**src/rtl/if_pkg.sv**
```systemverilog
// Shared types and constants for the instruction-fetch stage.
package if_pkg;

   typedef enum logic [0:0] {
      S_REQ   = 1'b0,
      S_VALID = 1'b1
   } if_state_e;

   localparam logic [31:0] NOP_INSTR        = 32'h0000_0000;
   localparam logic [31:0] PC_INCR          = 32'd4;
   localparam logic [31:0] DEFAULT_RESET_PC = 32'h0000_0000;

   // Instruction addresses are word aligned; the low two bits are dropped.
   function automatic logic [31:0] word_align(input logic [31:0] addr);
      return addr & 32'hFFFF_FFFC;
   endfunction

endpackage

```
**src/rtl/if_next_pc.sv**
```systemverilog
// Next fetch address selection: a taken branch beats a jump, and the
// redirect target is always word aligned.
module if_next_pc
   import if_pkg::*;
(
   input  logic        pc_write_i,
   input  logic [31:0] pc_i,
   input  logic        branch_taken_i,
   input  logic [31:0] branch_target_i,
   input  logic        jump_i,
   input  logic [31:0] jump_target_i,
   output logic        redirect_o,
   output logic [31:0] target_o,
   output logic [31:0] seq_pc_o,
   output logic [31:0] next_pc_o
);

   // Target mux, redirect qualification and sequential increment.
   always_comb begin
      if (branch_taken_i) begin
         target_o = word_align(branch_target_i);
      end else begin
         target_o = word_align(jump_target_i);
      end
      redirect_o = pc_write_i & (branch_taken_i | jump_i);
      seq_pc_o   = pc_i + PC_INCR;
      if (redirect_o) begin
         next_pc_o = target_o;
      end else begin
         next_pc_o = seq_pc_o;
      end
   end

endmodule

```
**src/rtl/if_fetch_stage.sv**
```systemverilog
// Instruction-fetch stage: PC register, imem request/ack handshake,
// redirect handling and wrong-path squash toward IF/ID.
module if_fetch_stage
   import if_pkg::*;
#(
   parameter logic [31:0] RESET_PC = DEFAULT_RESET_PC
)(
   input  logic        clk,
   input  logic        Reset,
   input  logic        PCWrite,
   input  logic        BranchTaken,
   input  logic [31:0] BranchTarget,
   input  logic        Jump,
   input  logic [31:0] JumpTarget,
   output logic        imem_req,
   output logic [31:0] imem_addr,
   input  logic        imem_ack,
   input  logic [31:0] imem_rdata,
   output logic [31:0] Instruction,
   output logic [31:0] PCPlus4,
   output logic        FetchStall
);

   if_state_e   state_q, state_d;
   logic [31:0] pc_q, pc_d;
   logic [31:0] instr_q, instr_d;
   logic        redir_pend_q, redir_pend_d;
   logic [31:0] redir_pc_q, redir_pc_d;

   logic        redirect_s;
   logic [31:0] target_s;
   logic [31:0] seq_pc_s;
   logic [31:0] next_pc_s;
   logic        req_s;
   logic [31:0] addr_s;
   logic [31:0] instr_out_s;
   logic        stall_s;

   if_next_pc u_next_pc (
      .pc_write_i      (PCWrite),
      .pc_i            (pc_q),
      .branch_taken_i  (BranchTaken),
      .branch_target_i (BranchTarget),
      .jump_i          (Jump),
      .jump_target_i   (JumpTarget),
      .redirect_o      (redirect_s),
      .target_o        (target_s),
      .seq_pc_o        (seq_pc_s),
      .next_pc_o       (next_pc_s)
   );

   // Fetch FSM: next state and handshake outputs.
   always_comb begin
      state_d      = state_q;
      pc_d         = pc_q;
      instr_d      = instr_q;
      redir_pend_d = redir_pend_q;
      redir_pc_d   = redir_pc_q;
      req_s        = 1'b0;
      addr_s       = pc_q;
      instr_out_s  = NOP_INSTR;
      stall_s      = 1'b1;

      case (state_q)
         S_REQ: begin
            req_s = 1'b1;
            if (imem_ack) begin
               // A redirect seen this cycle is newer than any pending one.
               if (redirect_s) begin
                  pc_d         = target_s;
                  redir_pend_d = 1'b0;
               end else if (redir_pend_q) begin
                  pc_d         = redir_pc_q;
                  redir_pend_d = 1'b0;
               end else begin
                  instr_d = imem_rdata;
                  state_d = S_VALID;
               end
            end else if (redirect_s) begin
               redir_pend_d = 1'b1;
               redir_pc_d   = target_s;
            end else begin
               redir_pend_d = redir_pend_q;
            end
         end

         S_VALID: begin
            stall_s = 1'b0;
            addr_s  = next_pc_s;
            if (redirect_s) begin
               instr_out_s = NOP_INSTR;
            end else begin
               instr_out_s = instr_q;
            end
            if (PCWrite) begin
               req_s = 1'b1;
               pc_d  = next_pc_s;
               if (imem_ack) begin
                  instr_d = imem_rdata;
               end else begin
                  state_d = S_REQ;
               end
            end else begin
               req_s = 1'b0;
            end
         end

         default: begin
            state_d = S_REQ;
         end
      endcase
   end

   // State registers; imem_ack is ignored while Reset is high.
   always_ff @(posedge clk) begin
      if (Reset) begin
         state_q      <= S_REQ;
         pc_q         <= word_align(RESET_PC);
         instr_q      <= NOP_INSTR;
         redir_pend_q <= 1'b0;
         redir_pc_q   <= 32'h0000_0000;
      end else begin
         state_q      <= state_d;
         pc_q         <= pc_d;
         instr_q      <= instr_d;
         redir_pend_q <= redir_pend_d;
         redir_pc_q   <= redir_pc_d;
      end
   end

   assign imem_req    = req_s & ~Reset;
   assign imem_addr   = word_align(addr_s);
   assign Instruction = instr_out_s;
   assign PCPlus4     = seq_pc_s;
   assign FetchStall  = stall_s;

endmodule

```
**config.mk**
```make
export PLATFORM = sky130hd
export DESIGN_NAME = if_fetch_stage
export DESIGN_NICKNAME = d
export VERILOG_FILES = /design/src/rtl/if_pkg.sv /design/src/rtl/if_next_pc.sv /design/src/rtl/if_fetch_stage.sv
export SDC_FILE = /design/constraint.sdc
export NUM_CORES = 1
export LEC_CHECK = 0
export BUFFER_PORTS_ARGS = -buffer_cell sky130_fd_sc_hd__clkbuf_2
export CAP_MARGIN = 40
export CORE_ASPECT_RATIO = 0.9
export CORE_MARGIN = 2
export CORE_UTILIZATION = 40
export CTS_BUF_LIST = sky130_fd_sc_hd__clkbuf_8
export DETAILED_ROUTE_END_ITERATION = 10
export GPL_TIMING_DRIVEN = 0
export PLACE_DENSITY = 0.7
export SLEW_MARGIN = 20
export SYNTH_ARGS = -nofsm -noshare
export SYNTH_HDL_FRONTEND = slang
export SYNTH_HIERARCHICAL = 1
export SYNTH_SLANG_ARGS = --single-unit
```
**constraint.sdc**
```tcl
create_clock -name clk -period 6.59 [get_ports clk]
set_clock_uncertainty 0.2 [all_clocks]
set_input_delay 1.318 -clock clk [delete_from_list [all_inputs] [get_ports clk]]
set_output_delay 1.318 -clock clk [all_outputs]
set_load 0.03 [all_outputs]
```
### Word-level counts from Yosys, hierarchy flattened

Cells that the tools add are included.

| word-level totals | value |
|---|---|
| register bits after elaboration | 98 |
| output and inout port bits | 98 |
| word-level logic and storage cells | 50 |

| operators by class | value |
|---|---|
| $add $sub $neg | 1 |
| equality and inequality tests | 6 |
| mux-type cells | 27 |
| bitwise gates (word level) | 6 |
| reduce and logical (&&, ||, !) cells | 5 |

Operators by type and width:

| kind | count |
|---|---|
| 32-bit two-way mux | 14 |
| 32-bit case mux with 2 select lines | 2 |
| 32-bit by 3-bit adder with 32-bit output, second input constant | 1 |
| 2-bit != test, second input constant | 5 |
| 1-bit two-way mux | 9 |
| 3-bit AND reduction | 2 |
| 5-bit AND reduction | 1 |
| 1-bit case mux with 2 select lines | 2 |
| 3-bit != test, second input constant | 1 |
| 1-bit NOT | 3 |
| 1-bit AND | 2 |
| 2-bit AND reduction | 1 |
| 2-bit nonzero test | 1 |
| 1-bit OR | 1 |

### Longest topological paths before layout

Gate-level depths: netlist (run 1).

| depth | value |
|---|---|
| depth in word-level cells | 5 |
| depth in mapped cells | 9 |

### Modules after synthesis

The synthesis (run 1) kept the hierarchy.

Modules (own cells, without submodules):

| module | instances | cells an instance | area each (sq um) |
|---|---|---|---|
| if_fetch_stage | 1 | 620 | 4992.3 |
| if_next_pc | 1 | 218 | 1480.2 |

### Worst setup path after synthesis (run 1)

Ideal clock, no wire load.

| timing | value |
|---|---|
| path kind | in2out |
| start point | input port BranchTaken |
| end point | output port Instruction[10] |
| data arrival time | 3.022 ns |
| required time | 5.072 ns |
| setup slack | 2.050 ns |
| stages on the path | 7 |
| buffers on the path | 3 |
| path through | o21ai_2 -> clkinv_1 -> clkbuf_1 -> buf_2 -> nor2_1 -> clkbuf_1 -> and2_1 |

| on the way | value |
|---|---|
| word-level cells in the longest chain between the ends | 4 |

RTL lines:

| element | RTL line | source |
|---|---|---|
| from (decl) | if_fetch_stage.sv:11 | `input logic BranchTaken,` |
| 1-bit OR | if_next_pc.sv:25 | `redirect_o = pc_write_i & (branch_taken_i \| jump_i);` |
| 1-bit AND | if_next_pc.sv:25 |  |
| named net redirect_s | if_fetch_stage.sv:30 | `logic redirect_s;` |
| 32-bit two-way mux | if_fetch_stage.sv:90 | `if (redirect_s) begin` |
| 32-bit two-way mux | if_fetch_stage.sv:64 | `case (state_q)` |
| to (decl) | if_fetch_stage.sv:19 | `output logic [31:0] Instruction,` |

The timed path passes the listed nets, and every way through them passes these cells.

### Worst setup path in the final report (run 1)

| timing | value |
|---|---|
| start point | input port BranchTaken |
| end point | output port Instruction[8] |

The elaborated chain is that of the path after synthesis.

==> results of run 1 <==
## through the flow
step | hold WS, ns | setup WS, ns | instances | cell area [sq um] | power (mW)
floorplan | 0.230 | 2.05 | 840 | 6480 | 0.941
global placement | 0.240 | 0.924 | 1240 | 7700 | 1.06
detailed placement | 0.245 | 0.929 | 1240 | 7700 | 1.07
CTS | 0.260 | 0.923 | 1256 | 7890 | 1.45
global route | 0.275 | 0.704 | 1256 | 7890 | 1.52
finish | 0.258 | 0.887 | 1256 | 7890 | 1.45
## cell usage after synthesis, types with 8 or more instances
| master | count | area share [%] |
|---|---|---|
| a21oi_1 | 36 | 2.8 |
| dfxtp_1 | 98 | 30 |
| clkbuf_1 | 42 | 2.4 |
| inv_1 | 37 | 2.1 |
| mux2i_1 | 64 | 9.9 |
| nand4_1 | 14 | 1.4 |
| mux2_2 | 43 | 7.5 |
| xnor2_1 | 11 | 1.5 |
| buf_2 | 18 | 1.4 |
| nand3_1 | 13 | 1.0 |
| buf_4 | 8 | 0.93 |
| and2_1 | 34 | 3.3 |
| a31oi_1 | 14 | 1.4 |
| o31ai_1 | 35 | 4.1 |
| o2111ai_1 | 32 | 4.3 |
| o21ai_0 | 36 | 2.8 |
| nand2_1 | 187 | 11 |
| o21a_1 | 31 | 3.6 |
| nor2_1 | 30 | 1.7 |
## power breakdown
group	total [mW]	switching, mW	internal (mW)
sequential	0.654	0.0284	0.626
clock	0.389	0.245	0.144
combinational	0.404	0.255	0.149
## state kept, by name (all words and copies together) (netlist names)
signal,cells
instr_q,32
pc_q,32
redir_pc_q,32
redir_pend_q,1
state_q,1
## area by class of cell
type | instances | area (sq um) | area share [%]
plain buffers | 76 | 360 | 4.57
repair buffers | 193 | 966 | 12.2
flip-flops and latches | 98 | 1960 | 24.9
clock inverters | 7 | 62.6 | 0.793
well taps | 207 | 259 | 3.28
multi-input cells | 627 | 4010 | 50.8
clock buffers | 9 | 124 | 1.57
inverters | 39 | 146 | 1.86
## layer usage
| layer | share of wire (%) | vias up | GRT usage [%] |
|---|---|---|---|
| met5 | 0 | - | 0 |
| met4 | 1.5 | 0 | 5.40 |
| met3 | 8.0 | 22 | 5.04 |
| met2 | 45 | 266 | 36.8 |
| met1 | 46 | 3176 | 32.8 |
| li1 | - | 3354 | - |
## worst max-delay path: stages
cell and delay, ns:
clkbuf_2 0.13, o21ai_2 0.49, clkinv_1 0.42, clkbuf_1 0.42, buf_2 0.32, nor2_1 0.33, clkbuf_1 0.35, and2_1 0.19
clkbuf_2 0.20
## worst max-delay path by stage
stage           startpoint              end  cells past startpoint
3_3_place_gp   BranchTaken   Instruction[7]                      9
6_report       BranchTaken   Instruction[8]                      9
3_5_place_dp   BranchTaken  Instruction[28]                      9
4_1_cts        BranchTaken  Instruction[28]                      9
2_1_floorplan  BranchTaken  Instruction[10]                      7
5_1_grt        BranchTaken   Instruction[7]                      9
## cells by family after synthesis
logic type,Yosys count,synth area share (%)
AO/OA/AOI/OAI,192,20.1
XOR/XNOR,14,1.89
adder cells (fa/ha/maj),1,0.193
buffers and inverters,115,7.83
flip-flops,98,30.3
multiplexers,107,17.4
other,2,0.116
AND/OR/NAND/NOR,309,22.1
==> results.cfg, run 1 <==
[global_route]
initial_antenna_violation_count = 0
grt_start_max_net_pins = 19
global_route.overflow_total = 0
first_global_vias = 6362
grt.total_usage_pct = 23.4
grt_first_pass_wirelength_mm = 33.0

[clocking]
clkTransAtPathRegs_ns = 0.09
clock_insertion_delay_worst_skew_ns = 0.39
cts_inserted_buffers = 9
cts_resized = 0
htree_num_levels = 3
tritoncts_clock_tree = done
postCtsSetupRepairBufs = 0
tritoncts_num_sinks = 98
max-clock-path-buffers = 2
cts_root_buf = clkbuf_8
cts_hold_buffers = 0

[die]
fp.dieH_um = 125
row_count = 44
core-area_sq_mm = 0.0160
top_level_port_count = 200
die_area_sq_mm = 0.0172
die_width_um = 138
initial_utilization_pct = 40.5

[setup_path]
regToRegEndpoint = pc_q[24]
sort_of_element_at_the_start_of_the_critical_path = input pin
worstRegToRegCells = 9
rr_startpoint = pc_q[2]
cp_max_fo = 11
cp-end-kind = output pin
crit_arrival_ns = 4.19
critical_path_required_ns = 5.07
worst_reg_to_reg_setup_slack_ns = 3.59
timing_worst_setup_path_type = in2out

[placed_design]
routabilityCongestion = 0.861
io_buffer_count = 193
post-dp-hpwl_mm = 15.3

[timing]
timing.max_slew.rel_slack_pct = 46.9
final_min_period_over_clock_period_pct = 86.5
finalSetupViolCount = 0
finalWorstPathRequiredPeriod_ns = 5.70
max_freq_mhz = 175
timing_hold_violations_final = 0
timing_worst_slew_pin_value_ns = 0.796
unrepaired_setup_endpoints_after_global_routing = no
setup-tns-final_ns = 0
drv_slew = 0

[drt]
via_count = 6818
number_of_vias_per_cell_after_detailed_routing = 5.43
drtIter0Drc = 610
drt_wl_total_mm = 20.4
wl_per_cell_um = 16.2
drt_pass1_iterations = 5
drtAntennaViolNets = 0
detail_route.drc_violations = 0

[min_path]
hold_class = reg2reg
worstHoldStart = instr_q[30]
worst_hold_path.num_cells = 2
worstHoldEndpoint = instr_q[30]

[synth]
syn-mean-instance-area_sq_um = 7.72
post_synth_instance_area_sq_mm = 0.00647
synthesis.instances = 838
number_of_enable_type_register_cells_in_the_synthesized_netlist = 0
synth_warnings = 6
ys_seq_area_share_pct = 30.3
synth_cell_type_count = 45
asyncSetResetFlopFracSynth_pct = 0
synth_seq_cells = 98
ys.flop_type = dfxtp_1

[power]
ir_drop_worst_case_vdd_mv = 0.127
cellPowerDensity_mw_per_mm2 = 184
p_leak_nw = 3.29

[finish]
final_cell_mix = clkbuf_2, nand2_1, dfxtp_1
layout-drive-gt1-share_pct = 27.9
fill_cells = 1644
finalNetCount = 1147
finish.utilization_pct = 49.4
layout_commonest_cell = clkbuf_2
area_growth_from_synthesis_to_layout_pct = 21.9
antenna_diodes = 0

[flow_run]
count_of_max_cap_constraint_violations = 0

[status]
outcome = finished clean
No activity file was read; power rests on OpenSTA's default activity.
==> run 2, diff against run 1 <==
--- a/config.mk
+++ b/config.mk
@@ -8,12 +8,11 @@
 export BUFFER_PORTS_ARGS = -buffer_cell sky130_fd_sc_hd__clkbuf_2
 export CAP_MARGIN = 40
 export CORE_ASPECT_RATIO = 0.9
-export CORE_MARGIN = 2
-export CORE_UTILIZATION = 40
+export CORE_UTILIZATION = 30
 export CTS_BUF_LIST = sky130_fd_sc_hd__clkbuf_8
 export DETAILED_ROUTE_END_ITERATION = 10
 export GPL_TIMING_DRIVEN = 0
-export PLACE_DENSITY = 0.7
+export PLACE_DENSITY = 0.57
 export SLEW_MARGIN = 20
 export SYNTH_ARGS = -nofsm -noshare
 export SYNTH_HDL_FRONTEND = slang
==> run 2 against run 1 <==
Wire length rose by 8.8%. Largest power group unchanged. Combinational power rose by 1%. Register-to-register slack got worse by 0.05 ns. Fmax fell by 1.5%. Global-route usage fell by 3.3 points. Sequential share of layout area fell by 0.53 points. Flip-flop and latch count did not move. Cell count rose by 6.4%.
==> results.cfg, run 2 (synthesis results as in run 1) <==
[global_route]
grt_first_pass_wirelength_mm = 34.4
first_global_vias = 6182
initial_antenna_violation_count = 0
global_route.overflow_total = 0
grt_start_max_net_pins = 17
grt.total_usage_pct = 20.1

[power]
part_of_the_total_power_dissipated_in_the_clock_network_pct = 31.9
intPower_mw = 1.04
p_sw_mw = 0.526
power.share.combinational_pct = 26.2
finalPower_mw = 1.57
ir_drop_worst_case_vdd_mv = 0.0942
p_leak_nw = 3.33
power_switching_share_pct = 33.6
pwr-share-seq_pct = 41.9
cellPowerDensity_mw_per_mm2 = 194

[finish]
antenna_diodes = 0
finalNetCount = 1148
layout_commonest_cell = clkbuf_2
area_growth_from_synthesis_to_layout_pct = 24.6
final_cell_mix = clkbuf_2, nand2_1, dfxtp_1
fill_cells = 2250
layout-drive-gt1-share_pct = 28.0
top_regs = instr_q x32, pc_q x32, redir_pc_q x32

[timing]
setup-tns-final_ns = 0
fin_hold_ws_ns = 0.257
timing_worst_slew_pin_value_ns = 0.709
max_freq_mhz = 173
unrepaired_setup_endpoints_after_global_routing = no
post-route-worst-setup-slack_ns = 0.799
timing.max_slew.rel_slack_pct = 52.7
timing_hold_violations_final = 0
drv_slew = 0
finalSetupViolCount = 0
finalWorstPathRequiredPeriod_ns = 5.79
final_min_period_over_clock_period_pct = 87.9

[die]
core-area_sq_mm = 0.0210
top_level_port_count = 200
fp.dieH_um = 141
initial_utilization_pct = 30.9
row_count = 50
die_area_sq_mm = 0.0222
die_width_um = 157

[drt]
drt_pass1_iterations = 5
drtIter0Drc = 348
drt_wl_total_mm = 22.2
number_of_vias_per_cell_after_detailed_routing = 5.04
via_count = 6738
wl_per_cell_um = 16.6
detail_route.drc_violations = 0
drtAntennaViolNets = 0

[clocking]
tritoncts_num_sinks = 98
tritoncts_clock_tree = done
clkTransAtPathRegs_ns = 0.10
cts_resized = 0
clock_insertion_delay_worst_skew_ns = 0.39
cts_root_buf = clkbuf_8
cts_hold_buffers = 0
htree_num_levels = 3
postCtsSetupRepairBufs = 0
cts_inserted_buffers = 9
max-clock-path-buffers = 2

[placed_design]
routabilityCongestion = 0.825
placement.setup.worst_slack_ns = 0.798
io_buffer_count = 193
post-dp-hpwl_mm = 16.9

[setup_path]
critical_path_required_ns = 5.07
worstRegToRegCells = 9
crit_arrival_ns = 4.27
timing.critical_path.cells = clkbuf_2 -> o21ai_2 -> clkinv_1 -> clkbuf_1 -> buf_2 -> nor2_1 -> clkbuf_1 -> and2_1 -> clkbuf_2
max_stage_delay_ns = 0.52
sort_of_element_at_the_start_of_the_critical_path = input pin
timing_worst_setup_path_type = in2out
worst_reg_to_reg_setup_slack_ns = 3.54
timing.critical_path.slowest_stage_cell = o21ai_2
cp_max_fo = 11
regToRegEndpoint = pc_q[24]
cp-end-kind = output pin
rr_startpoint = pc_q[2]

[min_path]
hold_class = reg2reg
worst_hold_path.num_cells = 2
worstHoldEndpoint = instr_q[25]
worstHoldStart = instr_q[25]

[status]
outcome = finished clean

[flow_run]
count_of_max_cap_constraint_violations = 0
==> run 2: cell count changes in the layout (fill, tap and decap cells not counted) <==
cell / delta
inv_8: -1
buf_6: +1
bufinv_16: +3
clkinv_4: -4
clkbuf_8: +1
clkinv_2: +1
==> run 2: final cells by class <==
class	instances	area, sq um	share of cell area [%]
Multi-Input combinational cell	627	4010	49.7
Sequential cell	98	1960	24.3
Timing Repair Buffer	194	977	12.1
Buffer	76	360	4.47
Tap cell	286	358	4.44
Inverter	39	146	1.82
Clock buffer	10	138	1.71
Clock inverter	6	111	1.38
==> run 2: through the flow <==
step	cells	cell area (sq um)	util, %
floorplan	840	6480	-
global placement	1319	7800	37.2
detailed placement	1319	7800	37.2
CTS	1335	8050	38.4
global route	1336	8060	38.5
finish	1336	8060	38.5
==> run 2: worst max-delay path, delay by kind of cell <==
kind | cells | cell delay, ns
buf+inv | 6 | 1.93
compound gates | 1 | 0.52
simple gates | 2 | 0.49
==> run 2: metal layers <==
| layer | vias up | track usage, % | share of wire [%] |
|---|---|---|---|
| met5 | - | 0 | 0 |
| met4 | 0 | 4.08 | 1.2 |
| met3 | 15 | 4.52 | 5.9 |
| met2 | 204 | 31.0 | 45 |
| met1 | 3169 | 28.3 | 48 |
| li1 | 3350 | - | - |
==> run 2: power by group through the flow <==
stage / Clock, mW / Combinational (mW) / Sequential, mW
finish: 0.500 / 0.410 / 0.655
global route: 0.541 / 0.445 / 0.661
CTS: 0.514 / 0.410 / 0.655
detailed placement: 0 / 0.409 / 0.669
global placement: 0 / 0.406 / 0.667
floorplan: 0 / 0.281 / 0.660
==> run 2: how the worst max path moves through the flow <==
stage                           end        start
floorplan           Instruction[10]  BranchTaken
global placement    Instruction[30]  BranchTaken
detailed placement  Instruction[30]  BranchTaken
CTS                 Instruction[30]  BranchTaken
global route        Instruction[30]  BranchTaken
finish              Instruction[30]  BranchTaken
